===== src/rtl/demux_pkg.sv =====
// Shared constants and helpers for the registered 1-to-16 demultiplexer.
package demux_pkg;

    localparam int NUM_OUT = 16;
    localparam int SEL_W   = 4;

    function automatic logic [NUM_OUT-1:0] onehot16(input logic [SEL_W-1:0] sel);
        return NUM_OUT'(1) << sel;
    endfunction

endpackage


===== src/rtl/demux_decoder_4to16.sv =====
// Combinational 4-to-16 one-hot decoder; unknown selects decode to all-zero.
module demux_decoder_4to16
    import demux_pkg::*;
(
    input  logic [SEL_W-1:0]   sel_i,
    output logic [NUM_OUT-1:0] onehot_o
);

    always_comb begin
        onehot_o = '0;
        case (sel_i)
            4'd0:    onehot_o = 16'h0001;
            4'd1:    onehot_o = 16'h0002;
            4'd2:    onehot_o = 16'h0004;
            4'd3:    onehot_o = 16'h0008;
            4'd4:    onehot_o = 16'h0010;
            4'd5:    onehot_o = 16'h0020;
            4'd6:    onehot_o = 16'h0040;
            4'd7:    onehot_o = 16'h0080;
            4'd8:    onehot_o = 16'h0100;
            4'd9:    onehot_o = 16'h0200;
            4'd10:   onehot_o = 16'h0400;
            4'd11:   onehot_o = 16'h0800;
            4'd12:   onehot_o = 16'h1000;
            4'd13:   onehot_o = 16'h2000;
            4'd14:   onehot_o = 16'h4000;
            4'd15:   onehot_o = 16'h8000;
            // X/Z select falls through here so nothing goes live
            default: onehot_o = '0;
        endcase
    end

endmodule


===== src/rtl/demux_1to16_case.sv =====
// Registered 1-to-16 demux: one cycle latency, exactly one live output per load.
// No handshake: a word is accepted on every rising edge with en high; en low holds everything.
module demux_1to16_case
    import demux_pkg::*;
#(
    parameter int width = 8,
    parameter int snum  = 4
) (
    input  logic               clk,
    input  logic               rst_n,
    input  logic               en,
    input  logic [width-1:0]   i,
    input  logic [snum-1:0]    sel,
    output logic [width-1:0]   o0,
    output logic [width-1:0]   o1,
    output logic [width-1:0]   o2,
    output logic [width-1:0]   o3,
    output logic [width-1:0]   o4,
    output logic [width-1:0]   o5,
    output logic [width-1:0]   o6,
    output logic [width-1:0]   o7,
    output logic [width-1:0]   o8,
    output logic [width-1:0]   o9,
    output logic [width-1:0]   o10,
    output logic [width-1:0]   o11,
    output logic [width-1:0]   o12,
    output logic [width-1:0]   o13,
    output logic [width-1:0]   o14,
    output logic [width-1:0]   o15,
    output logic [NUM_OUT-1:0] o_valid
);

    if (snum != SEL_W) begin : g_bad_snum
        $error("demux_1to16_case: snum must be 4");
    end

    logic [NUM_OUT-1:0] dec_onehot;
    logic [width-1:0]   data_q [NUM_OUT];
    logic [width-1:0]   data_d [NUM_OUT];
    logic [NUM_OUT-1:0] valid_q;
    logic [NUM_OUT-1:0] valid_d;

    demux_decoder_4to16 u_dec (
        .sel_i    (sel[SEL_W-1:0]),
        .onehot_o (dec_onehot)
    );

    // Loading clears every non-selected port in the same edge, so no two ports overlap.
    always_comb begin
        valid_d = valid_q;
        for (int n = 0; n < NUM_OUT; n++) begin
            data_d[n] = data_q[n];
        end
        if (en) begin
            valid_d = dec_onehot;
            for (int n = 0; n < NUM_OUT; n++) begin
                data_d[n] = dec_onehot[n] ? i : '0;
            end
        end
    end

    always_ff @(posedge clk or negedge rst_n) begin
        if (!rst_n) begin
            valid_q <= '0;
            for (int n = 0; n < NUM_OUT; n++) begin
                data_q[n] <= '0;
            end
        end else begin
            valid_q <= valid_d;
            for (int n = 0; n < NUM_OUT; n++) begin
                data_q[n] <= data_d[n];
            end
        end
    end

    assign o_valid = valid_q;
    assign o0  = data_q[0];
    assign o1  = data_q[1];
    assign o2  = data_q[2];
    assign o3  = data_q[3];
    assign o4  = data_q[4];
    assign o5  = data_q[5];
    assign o6  = data_q[6];
    assign o7  = data_q[7];
    assign o8  = data_q[8];
    assign o9  = data_q[9];
    assign o10 = data_q[10];
    assign o11 = data_q[11];
    assign o12 = data_q[12];
    assign o13 = data_q[13];
    assign o14 = data_q[14];
    assign o15 = data_q[15];

endmodule


===== config.mk =====
export PLATFORM = sky130hd
export DESIGN_NAME = demux_1to16_case
export DESIGN_NICKNAME = d
export VERILOG_FILES = /design/src/rtl/demux_pkg.sv /design/src/rtl/demux_decoder_4to16.sv /design/src/rtl/demux_1to16_case.sv
export SDC_FILE = /design/constraint.sdc
export NUM_CORES = 1
export LEC_CHECK = 0
export BUFFER_PORTS_ARGS = -buffer_cell sky130_fd_sc_hd__buf_2
export CAP_MARGIN = 0
export CORE_ASPECT_RATIO = 0.75
export CORE_MARGIN = 1.5
export CORE_UTILIZATION = 40
export CTS_BUF_LIST = sky130_fd_sc_hd__clkbuf_4 sky130_fd_sc_hd__clkbuf_8
export DETAILED_ROUTE_END_ITERATION = 10
export PLACE_DENSITY = 0.65
export SKIP_CTS_REPAIR_TIMING = 1
export SLEW_MARGIN = 20
export SYNTH_ARGS = -nofsm -noshare
export SYNTH_HDL_FRONTEND = slang
export SYNTH_SLANG_ARGS = --single-unit

===== constraint.sdc =====
create_clock -name clk -period 0.8 [get_ports clk]
set_input_delay 0.08 -clock clk [delete_from_list [all_inputs] [get_ports clk]]
set_output_delay 0.08 -clock clk [all_outputs]
set_load 0.01 [all_outputs]

==> metrics <==
clk root buf clkbuf_8; status finished with violations; pwr dens roughly 2000 mW/mm^2; largest net degree at the start of global routing between 70 and 80; Critical Path RT between 700 and 800 ps; ratio of final minimum period to clock period 1.35; Post-Route Setup TNS -34,990 ps; Slew HR 0.745; pre-CTS setup slack -400 ps; Max FO, Critical Path 2; worst skew pair latency 430 ps; CP max-delay cell dfrtp_1; via count 4,602; Final Routed Wirelength 16.0 mm; crit path DAT 1000 ps; Final Setup Violations roughly 140; Largest register FFs 16; crit path capture type primary output; Synth cell types 16; class of the worst hold path primary input to asynchronous set/reset pin; failing checks negative setup slack; Final #Nets between 700 and 800; core area ~0.014 mm^2; Area growth syn-to-layout 38.7%; io pins around 160; Mapped Cells between 500 and 600; slew at the pin closest to its max-slew limit between 300 and 400 ps; critical path class register to primary output; mapped cell area between 0.005 and 0.006 mm^2; final core occ 0.573; CTS tree yes; DP HPWL between 10 and 15 mm; dpl cell area between 0.006 and 0.007 mm^2; initial DRC count ~270; syn nets between 500 and 600; CP Buf/Inv Count 1; sequential-to-total area share from yosys stat 0.633; Clock transition at path regs ~80 ps; Die Width approximately 140 um; GP Congestion roughly 0.8; final design area excluding fillers approximately 0.0079 mm^2; initial antenna violation count 0; worst vdd ir approximately 0.97 mV; remaining global-route overflow 0; # fillers between 1,000 and 1,500; fin cells 914; Placed Cells between 800 and 900; WL per Instance about 18 um; Ys Warns 0; critical-path cell list buf_2; TritonCTS buffer count 17; Avg Synthesized Cell Area ~11 um^2; antenna cells 0; most common cell after layout, fill and taps aside dfrtp_1; die height ~110 um; max-slew violations 0; first-pass GRT wire length approximately 24 mm; commonest non-fill, non-tap cells in the layout 144 x dfrtp_1, 137 x inv_1, 129 x buf_2; Remaining DRCs 0; Via density approximately 5; first-pass detailed-route iteration total 4; Crit path largest cell delay about 420 ps; clock sink total between 100 and 150; clk buf depth 2; CP top delay family flip-flops; RSZ-0062 raised after global routing yes; Static Leak just under 4 nW; fraction of layout cells with a size suffix above 1 0.417; final worst path period need between 1000 and 1500 ps; number of global-route vias before repair 4,433; Row Count 37; startpoint types register; Buffers on Ports around 160; max_cap viols 0; DRT antenna net count 0; fmax about 920 MHz; GR Util All Layers 0.211; Initial Utilization 0.413; H-tree levels 4; Clock Skew 0 ps; FF+latch count, synth 144; final setup margin -281 ps; final hold violations 0; die area around 0.015 mm^2
-- report_power, final --
part	switching, mW	internal (mW)	total [mW]	leakage [nW]
Combinational	0.879	0.608	1.49	1.67
Clock	2.73	4.07	6.80	0.235
Sequential	0.110	7.45	7.55	1.99
-- per-stage QoR --
stage / hold WS [ps] / power, mW
after floorplan: -216 / 8.34
after global placement: -48.3 / 9.02
after detailed placement: -46.9 / 9.06
after CTS: -521 / 15.8
after global routing: 64.8 / 16.4
final: 63.9 / 15.8
-- cells by family after synthesis --
kind of cell           synth area share
and+or+nand+nor                  0.0510
AOI/OAI and AO/OA                 0.191
DFF                               0.633
buffers and inverters             0.125
-- layer usage --
layer | share of wire | track usage | vias to the layer above
met1 | 0.45 | 0.289 | 2295
met3 | 0.076 | 0.0748 | 9
met4 | 0.0075 | 0.0513 | 0
met2 | 0.47 | 0.321 | 148
li1 | - | - | 2150
met5 | 0 | 0 | -
-- Yosys cell counts --
cell type | n | area share
buf_1 | 8 | 0.0053
buf_2 | 15 | 0.013
buf_6 | 3 | 0.0059
clkbuf_1 | 9 | 0.0059
dfrtp_1 | 144 | 0.63
inv_1 | 144 | 0.095
nand2_1 | 1 | 0.00066
nand2b_1 | 2 | 0.0022
nand3_1 | 8 | 0.0070
nand3_2 | 1 | 0.0018
nand3b_1 | 17 | 0.022
nand3b_2 | 1 | 0.0020
o22ai_1 | 114 | 0.13
o22ai_2 | 30 | 0.066
or2_2 | 1 | 0.0011
or3b_1 | 9 | 0.014
-- final timing paths --
path / start / endpoint / slack [ps] / cells past startpoint
max in group asynchronous: rst_n / o6[6]$_DFFE_PN0P_ / 270 / 3
max reg2reg: o13[1]$_DFFE_PN0P_ / o13[1]$_DFFE_PN0P_ / 10 / 3
min in group clk: sel[2] / o10[7]$_DFFE_PN0P_ / 90 / 3
min reg2reg: o5[0]$_DFFE_PN0P_ / o5[0]$_DFFE_PN0P_ / 530 / 2
max: o_valid[7]$_DFFE_PN0P_ / o_valid[7] / -280 / 1
min: rst_n / o5[1]$_DFFE_PN0P_ / 60 / 2
-- final cells by class --
class | instances | area, um^2 | area share
clock inverter | 9 | 179 | 0.0226
sequential | 144 | 3600 | 0.456
clock buffer | 22 | 297 | 0.0375
tap | 175 | 219 | 0.0277
timing repair buffer | 236 | 1680 | 0.213
multi-input combinational | 184 | 1380 | 0.175
inverter | 144 | 541 | 0.0684
No activity file was read; power rests on OpenSTA's default activity.
